--- config.mk ---
export PLATFORM = sky130hd
export DESIGN_NAME = vec_mem_sequencer_flat
export DESIGN_NICKNAME = d
export VERILOG_FILES = /design/src/rtl/vec_mem_sequencer_if.sv /design/src/rtl/vec_mem_sequencer.sv /design/src/flat_wrapper.sv
export SDC_FILE = /design/constraint.sdc
export NUM_CORES = 1
export LEC_CHECK = 0
export BUFFER_PORTS_ARGS = -buffer_cell sky130_fd_sc_hd__clkbuf_2
export CORE_ASPECT_RATIO = 0.6
export CORE_MARGIN = 1.5
export CORE_UTILIZATION = 55
export CTS_CLUSTER_DIAMETER = 200
export DETAILED_ROUTE_END_ITERATION = 10
export GPL_TIMING_DRIVEN = 0
export PLACE_DENSITY = 0.91
export RECOVER_POWER = 50
export SLEW_MARGIN = 30
export SYNTH_ARGS = -nofsm -noshare
export SYNTH_HDL_FRONTEND = slang
export SYNTH_SLANG_ARGS = --single-unit
--- constraint.sdc ---
create_clock -name clk -period 2.2 [get_ports clk]
set_input_delay 0.11 -clock clk [delete_from_list [all_inputs] [get_ports clk]]
set_output_delay 0.11 -clock clk [all_outputs]
set_load 0.01 [all_outputs]
--- src/rtl/vec_mem_sequencer_if.sv ---
// Request, memory and response signals of the vector load/store sequencer.
// The sequencer connects to the slave modport; decode stage and memory use the master modport.
interface vec_mem_sequencer_if #(
  parameter int unsigned DATA_W = 32,
  parameter int unsigned LANES  = 4,
  parameter int unsigned ADDR_W = 8
);
  localparam int unsigned OFF_W = (LANES > 1) ? $clog2(LANES) : 1;

  logic                     req_valid;
  logic                     req_ready;
  logic                     req_store;
  logic                     req_vector;
  logic [ADDR_W-1:0]        req_addr;
  logic [DATA_W*LANES-1:0]  req_wdata;

  logic [ADDR_W-1:0]        mem_addr;
  logic                     mem_re;
  logic                     mem_we;
  logic [DATA_W-1:0]        mem_wdata;
  logic [DATA_W-1:0]        mem_rdata;

  logic [OFF_W-1:0]         offset;
  logic                     busy;
  logic                     rsp_valid;
  logic [DATA_W*LANES-1:0]  rsp_data;

  modport master (
    output req_valid, req_store, req_vector, req_addr, req_wdata, mem_rdata,
    input  req_ready, mem_addr, mem_re, mem_we, mem_wdata, offset, busy, rsp_valid, rsp_data
  );

  modport slave (
    input  req_valid, req_store, req_vector, req_addr, req_wdata, mem_rdata,
    output req_ready, mem_addr, mem_re, mem_we, mem_wdata, offset, busy, rsp_valid, rsp_data
  );
endinterface

--- src/rtl/vec_mem_sequencer.sv ---
// Load/store sequencer: turns one LD/ST/VLD/VST request into 1 or LANES word accesses
// and assembles load data into a full-vector response. All outputs are registered.
module vec_mem_sequencer #(
  parameter int unsigned DATA_W = 32,
  parameter int unsigned LANES  = 4,
  parameter int unsigned ADDR_W = 8
) (
  input logic                clk,
  input logic                reset,
  vec_mem_sequencer_if.slave bus
);
  localparam int unsigned OFF_W = (LANES > 1) ? $clog2(LANES) : 1;
  localparam int unsigned VEC_W = DATA_W * LANES;

  typedef enum logic [1:0] {StIdle, StAccess, StDrain, StResp} state_e;

  state_e              state_q;
  logic                store_q;
  logic                vector_q;
  logic [VEC_W-1:0]    wdata_q;
  logic [VEC_W-1:0]    asm_q;
  logic [VEC_W-1:0]    asm_d;
  logic [OFF_W-1:0]    lane_q;
  logic [OFF_W-1:0]    lane_next;
  logic [OFF_W-1:0]    cap_lane_q;
  logic                cap_q;
  logic                ready_q;
  logic                re_q;
  logic                we_q;
  logic [ADDR_W-1:0]   addr_q;
  logic [DATA_W-1:0]   mem_wdata_q;
  logic [DATA_W-1:0]   next_wdata;
  logic                rsp_valid_q;
  logic [VEC_W-1:0]    rsp_data_q;
  logic                last_lane;

  assign lane_next = lane_q + 1'b1;
  assign last_lane = !vector_q || (lane_q == OFF_W'(LANES - 1));

  // Read data lags its strobe by one cycle, so capture uses the delayed lane index.
  always_comb begin
    asm_d = asm_q;
    for (int i = 0; i < int'(LANES); i++) begin
      if (cap_q && (cap_lane_q == OFF_W'(i))) asm_d[i*DATA_W +: DATA_W] = bus.mem_rdata;
    end
  end

  always_comb begin
    next_wdata = '0;
    for (int i = 0; i < int'(LANES); i++) begin
      if (lane_next == OFF_W'(i)) next_wdata = wdata_q[i*DATA_W +: DATA_W];
    end
  end

  always_ff @(posedge clk or negedge reset) begin
    if (!reset) begin
      state_q     <= StIdle;
      store_q     <= 1'b0;
      vector_q    <= 1'b0;
      wdata_q     <= '0;
      asm_q       <= '0;
      lane_q      <= '0;
      cap_lane_q  <= '0;
      cap_q       <= 1'b0;
      ready_q     <= 1'b1;
      re_q        <= 1'b0;
      we_q        <= 1'b0;
      addr_q      <= '0;
      mem_wdata_q <= '0;
      rsp_valid_q <= 1'b0;
      rsp_data_q  <= '0;
    end else begin
      rsp_valid_q <= 1'b0;
      cap_q       <= re_q;
      cap_lane_q  <= lane_q;
      asm_q       <= asm_d;
      case (state_q)
        StIdle: begin
          if (bus.req_valid) begin
            state_q     <= StAccess;
            ready_q     <= 1'b0;
            store_q     <= bus.req_store;
            vector_q    <= bus.req_vector;
            wdata_q     <= bus.req_wdata;
            addr_q      <= bus.req_addr;
            lane_q      <= '0;
            we_q        <= bus.req_store;
            re_q        <= !bus.req_store;
            mem_wdata_q <= bus.req_store ? bus.req_wdata[DATA_W-1:0] : '0;
          end
        end
        StAccess: begin
          if (last_lane) begin
            we_q        <= 1'b0;
            re_q        <= 1'b0;
            addr_q      <= '0;
            mem_wdata_q <= '0;
            lane_q      <= '0;
            state_q     <= store_q ? StResp : StDrain;
            rsp_valid_q <= store_q;
          end else begin
            lane_q      <= lane_next;
            addr_q      <= addr_q + 1'b1;
            mem_wdata_q <= store_q ? next_wdata : '0;
          end
        end
        StDrain: begin
          // Final lane lands this cycle; a scalar load zeroes the upper lanes.
          state_q     <= StResp;
          rsp_valid_q <= 1'b1;
          rsp_data_q  <= vector_q ? asm_d : VEC_W'(asm_d[DATA_W-1:0]);
        end
        StResp: begin
          state_q <= StIdle;
          ready_q <= 1'b1;
        end
        default: state_q <= StIdle;
      endcase
    end
  end

  assign bus.req_ready = ready_q;
  assign bus.busy      = !ready_q;
  assign bus.mem_addr  = addr_q;
  assign bus.mem_re    = re_q;
  assign bus.mem_we    = we_q;
  assign bus.mem_wdata = mem_wdata_q;
  assign bus.offset    = lane_q;
  assign bus.rsp_valid = rsp_valid_q;
  assign bus.rsp_data  = rsp_data_q;
endmodule

--- src/flat_wrapper.sv ---
// flat-port wrapper written by rule: the top's interface ports become plain ports
module vec_mem_sequencer_flat 
#(
  parameter int unsigned DATA_W = 32,
  parameter int unsigned LANES  = 4,
  parameter int unsigned ADDR_W = 8
)
  (clk, reset, bus_req_valid, bus_req_store, bus_req_vector, bus_req_addr, bus_req_wdata, bus_mem_rdata, bus_req_ready, bus_mem_addr, bus_mem_re, bus_mem_we, bus_mem_wdata, bus_offset, bus_busy, bus_rsp_valid, bus_rsp_data);
  vec_mem_sequencer_if #(.DATA_W(DATA_W), .LANES(LANES), .ADDR_W(ADDR_W)) bus_i ();
  input logic clk;
  input logic reset;
  input wire logic [$bits(bus_i.req_valid)-1:0] bus_req_valid;
  input wire logic [$bits(bus_i.req_store)-1:0] bus_req_store;
  input wire logic [$bits(bus_i.req_vector)-1:0] bus_req_vector;
  input wire logic [$bits(bus_i.req_addr)-1:0] bus_req_addr;
  input wire logic [$bits(bus_i.req_wdata)-1:0] bus_req_wdata;
  input wire logic [$bits(bus_i.mem_rdata)-1:0] bus_mem_rdata;
  output wire logic [$bits(bus_i.req_ready)-1:0] bus_req_ready;
  output wire logic [$bits(bus_i.mem_addr)-1:0] bus_mem_addr;
  output wire logic [$bits(bus_i.mem_re)-1:0] bus_mem_re;
  output wire logic [$bits(bus_i.mem_we)-1:0] bus_mem_we;
  output wire logic [$bits(bus_i.mem_wdata)-1:0] bus_mem_wdata;
  output wire logic [$bits(bus_i.offset)-1:0] bus_offset;
  output wire logic [$bits(bus_i.busy)-1:0] bus_busy;
  output wire logic [$bits(bus_i.rsp_valid)-1:0] bus_rsp_valid;
  output wire logic [$bits(bus_i.rsp_data)-1:0] bus_rsp_data;
  assign bus_i.req_valid = bus_req_valid;
  assign bus_i.req_store = bus_req_store;
  assign bus_i.req_vector = bus_req_vector;
  assign bus_i.req_addr = bus_req_addr;
  assign bus_i.req_wdata = bus_req_wdata;
  assign bus_i.mem_rdata = bus_mem_rdata;
  assign bus_req_ready = bus_i.req_ready;
  assign bus_mem_addr = bus_i.mem_addr;
  assign bus_mem_re = bus_i.mem_re;
  assign bus_mem_we = bus_i.mem_we;
  assign bus_mem_wdata = bus_i.mem_wdata;
  assign bus_offset = bus_i.offset;
  assign bus_busy = bus_i.busy;
  assign bus_rsp_valid = bus_i.rsp_valid;
  assign bus_rsp_data = bus_i.rsp_data;
  vec_mem_sequencer #(.DATA_W(DATA_W), .LANES(LANES), .ADDR_W(ADDR_W)) u_core (.clk(clk), .reset(reset), .bus(bus_i));
endmodule
==> impl_metrics.py <==
metrics = {
    "status": {
        "status": "finished, violations left",
        "violations": "setup timing",
    },
    "synthesis": {
        "seq_area_frac_synth_pct": 60.6,
        "syn_nets": 1631,
        "synth_area_mm2": 0.0180,
        "synth_area_leader_cell": "dfrtp_1",
        "yosysTopAreaCellShare_pct": 60.5,
        "yosysWarnings": 0,
        "synthTopCellsByArea": "dfrtp_1 (60%), mux2_2 (18%), o21ai_0 (3.4%)",
        "syn_inst": 1448,
        "synth-seq-cells": 437,
        "syn_area_per_cell_um2": 12.5,
        "ys_types": 41,
    },
    "die": {
        "top_level_ports": 348,
        "core_mm2": 0.0324,
        "start_util_pct": 55.8,
        "dieHeight_um": 143,
        "fp.dieW_um": 237,
        "die_area_mm2": 0.0339,
        "row_count": 51,
    },
    "timing": {
        "relSlewSlack_pct": 28.6,
        "setup_tns_ns": -0.0558,
        "worst_slew_pin_slew_ns": 1.07,
        "finalSetupViolations": 1,
        "min_period_over_period_pct": 103,
        "maxSlewViolCount": 0,
        "period_needed_ns": 2.26,
        "layout_setup_ws_ns": -0.0558,
        "hold_viol": 0,
        "fmax_ghz": 0.443,
        "fin_skew_ns": 0.0292,
        "holdWs_ns": 0.0676,
    },
    "routing": {
        "num_vias": 15500,
        "routedWlPerCell_um": 24.9,
        "drt-vias-per-instance": 6.26,
        "route.detailed.drc": 0,
        "drtIter0Drc": 1869,
        "antenna_left": 0,
        "dr.pass1.iters": 6,
        "wl_um": 61700,
    },
    "grt": {
        "grt-busiest-layer": "met2",
        "grt_pass1_wl_um": 93100,
        "grt_util_met3_pct": 9.97,
        "met2_usage_pct": 55.6,
        "grt_max_degree": 86,
        "grt_pass1_vias": 16200,
        "use_met1_pct": 47.2,
        "grt_use_total_pct": 36.2,
        "grt_remaining_overflow": 0,
        "antenna_found_initial": 7,
    },
    "placed_design": {
        "detailed_place_hpwl_um": 38400,
        "place_inst": 2223,
        "gp_congestion": 0.927,
        "io_buffers": 346,
    },
    "worst_setup_path": {
        "crit_path_start_kind": "flop",
        "critPathMaxFanout": 10,
        "endpoint_kind": "flop",
        "r2r_slack_ns": -0.06,
        "cp_data_arrival_time_ns": 2.68,
        "crit_type": "reg -> reg",
        "r2r-end": "u_core.bus.mem_wdata[4]$_DFFE_PN0P_",
        "r2r-start": "u_core.bus.offset[1]$_DFFE_PN0P_",
        "required_ns": 2.63,
        "reg2reg_depth": 7,
    },
    "layout": {
        "multi_input_area_mm2": 0.00624,
        "area_delta_synth_final_pct": 30.1,
        "layout.cells.non_filler": 2475,
        "regArea_mm2": 0.0109,
        "fill_cells": 2113,
        "drive_gt1_share_pct": 30.2,
        "final_nets": 2196,
    },
    "run": {
        "drv_cap": 0,
    },
    "clocking": {
        "insertion_delay_ns": 0.55,
        "numCtsBuffers": 41,
        "cts_max_level": 2,
        "cts_max_path_buffers": 3,
        "clockRootBuffer": "clkbuf_16",
        "cts_tree": "yes",
        "cts_num_sinks": 437,
        "clkTransAtPathRegs_ns": 0.08,
    },
    "power_and_ir_drop": {
        "vdd_drop_max_mv": 0.986,
        "p_leak_nw": 10.3,
        "power_mw": 35.9,
        "power.density_mw_per_mm2": 1530,
    },
    "min_path": {
        "min_path_type": "in -> async",
    },
}
==> cell usage in the layout, fill, tap and decap left out, types with 16 or more instances in the layout <==
cell type / instances
dfrtp_1: 435
mux2_2: 284
clkbuf_1: 206
clkbuf_2: 186
dlygate4sd3_1: 170
o21ai_0: 118
inv_1: 110
nand3_1: 104
a21oi_1: 69
clkbuf_16: 41
nand2_1: 39
o221ai_1: 33
o22ai_1: 33
a221o_1: 31
buf_2: 28
clkbuf_4: 21
o21ai_1: 19
buf_4: 16
==> registers in the layout (all words and copies together) (netlist names), 2 cells and up <==
name and flops:
u_core.state_q 2, u_core.bus.rsp_data 128, u_core.bus.mem_wdata 32, u_core.wdata_q 128, u_core.bus.offset 2, u_core.bus.mem_addr 8
u_core.asm_q 128, u_core.cap_lane_q 2
==> how the worst max path moves through the flow <==
| stage | cells after the start | slack, ns | startpoint | to |
|---|---|---|---|---|
| final | 7 | -0.06 | u_core.bus.offset[1]$_DFFE_PN0P_ | u_core.bus.mem_wdata[4]$_DFFE_PN0P_ |
| after global routing | 7 | -0.005 | u_core.bus.offset[1]$_DFFE_PN0P_ | u_core.bus.mem_wdata[4]$_DFFE_PN0P_ |
| after CTS | 6 | 0.001 | u_core.state_q[0]$_DFFE_PN0P_ | u_core.wdata_q[102]$_DFFE_PN0P_ |
| after detailed placement | 7 | -0.32 | u_core.state_q[0]$_DFFE_PN0P_ | u_core.bus.rsp_data[35]$_DFFE_PN0N_ |
| after global placement | 1 | -8.24 | reset | u_core.asm_q[10]$_DFF_PN0_ |
| after floorplan | 6 | 0.42 | u_core.state_q[0]$_DFFE_PN0P_ | u_core.bus.rsp_data[15]$_DFFE_PN0N_ |
==> synth_stat cells <==
| library cell | n |
|---|---|
| dfrtp_1 | 436 |
| mux2_2 | 289 |
| o21ai_0 | 122 |
| inv_1 | 111 |
| nand3_1 | 104 |
| a21oi_1 | 69 |
| buf_2 | 47 |
| clkbuf_1 | 46 |
| nand2_1 | 40 |
| o221ai_1 | 33 |
| o22ai_1 | 33 |
| a221o_1 | 31 |
| o21ai_1 | 16 |
| nor2_1 | 12 |
| buf_1 | 11 |
| ha_1 | 10 |
| buf_4 | 4 |
| a22o_1 | 3 |
| and3_1 | 2 |
| nand3b_1 | 2 |
| nor2b_1 | 2 |
| nor3b_2 | 2 |
| o21a_1 | 2 |
| o22a_1 | 2 |
| o31a_1 | 2 |
| o31ai_1 | 2 |
| a21o_1 | 1 |
| a221oi_1 | 1 |
| a22oi_1 | 1 |
| a2bb2oi_1 | 1 |
| a31oi_1 | 1 |
| a32o_1 | 1 |
| and2_1 | 1 |
| and2b_4 | 1 |
| dfstp_2 | 1 |
| mux2i_1 | 1 |
| nand2b_1 | 1 |
| nand4_1 | 1 |
| o2bb2ai_1 | 1 |
| o32a_1 | 1 |
| o32ai_1 | 1 |
==> worst max-delay path: stages (launching register included) <==
cell	delay [ns]
dfrtp_1	0.47
ha_1	0.22
and2b_4	0.30
and3_1	0.17
buf_2	0.19
clkbuf_4	0.28
o221ai_1	0.19
o21ai_0	0.32
==> metrics by stage <==
step           util [%]  instance area [um^2]  worst slack [ns]
3_5_place_dp       63.2                 20400            -0.323
5_1_grt            72.5                 23500          -0.00527
4_1_cts            73.0                 23600           0.00102
2_1_floorplan         -                 18000             0.419
3_3_place_gp       62.8                 20300             -8.24
6_report           72.5                 23500           -0.0558
==> metal layers <==
layer,share of wire (%),routed length [um]
met5,0,0
met4,6.0,3680
met3,9.9,6100
met2,45,28000
met1,39,23900
==> kinds of logic after synthesis <==
family / synth area share [%]
mux: 18.1
compound gates: 11.1
buf+inv: 4.97
fa+ha+maj: 0.694
flops: 60.6
simple gates: 4.49
==> final cells by class <==
class	instances	area share [%]
Clock inverter	17	0.960
Antenna cell	7	0.0746
Multi-Input combinational cell	792	26.6
Buffer	108	2.56
Tap cell	424	2.26
Sequential cell	437	46.6
Clock buffer	57	5.01
Inverter	111	1.79
Timing Repair Buffer	522	14.1
==> report_power, final <==
group / total, mW / leakage [nW] / internal [mW] / switching (mW)
Clock: 7.61 / 0.698 / 4.35 / 3.26
Sequential: 14.1 / 5.30 / 11.9 / 2.27
Combinational: 14.2 / 4.35 / 5.84 / 8.31
Total: 35.9 / 10.3 / 22.0 / 13.8
==> repair_timing <==
action / CTS / global route
setup buffers: 0 / 1
gates resized for setup: 28 / 71
endpoints found under the hold margin: 474 / 0
setup endpoints to repair: 157 / 187
pin swaps: 0 / 1
hold buffers: 170 / 0
Power figures use the tool's default switching activity.
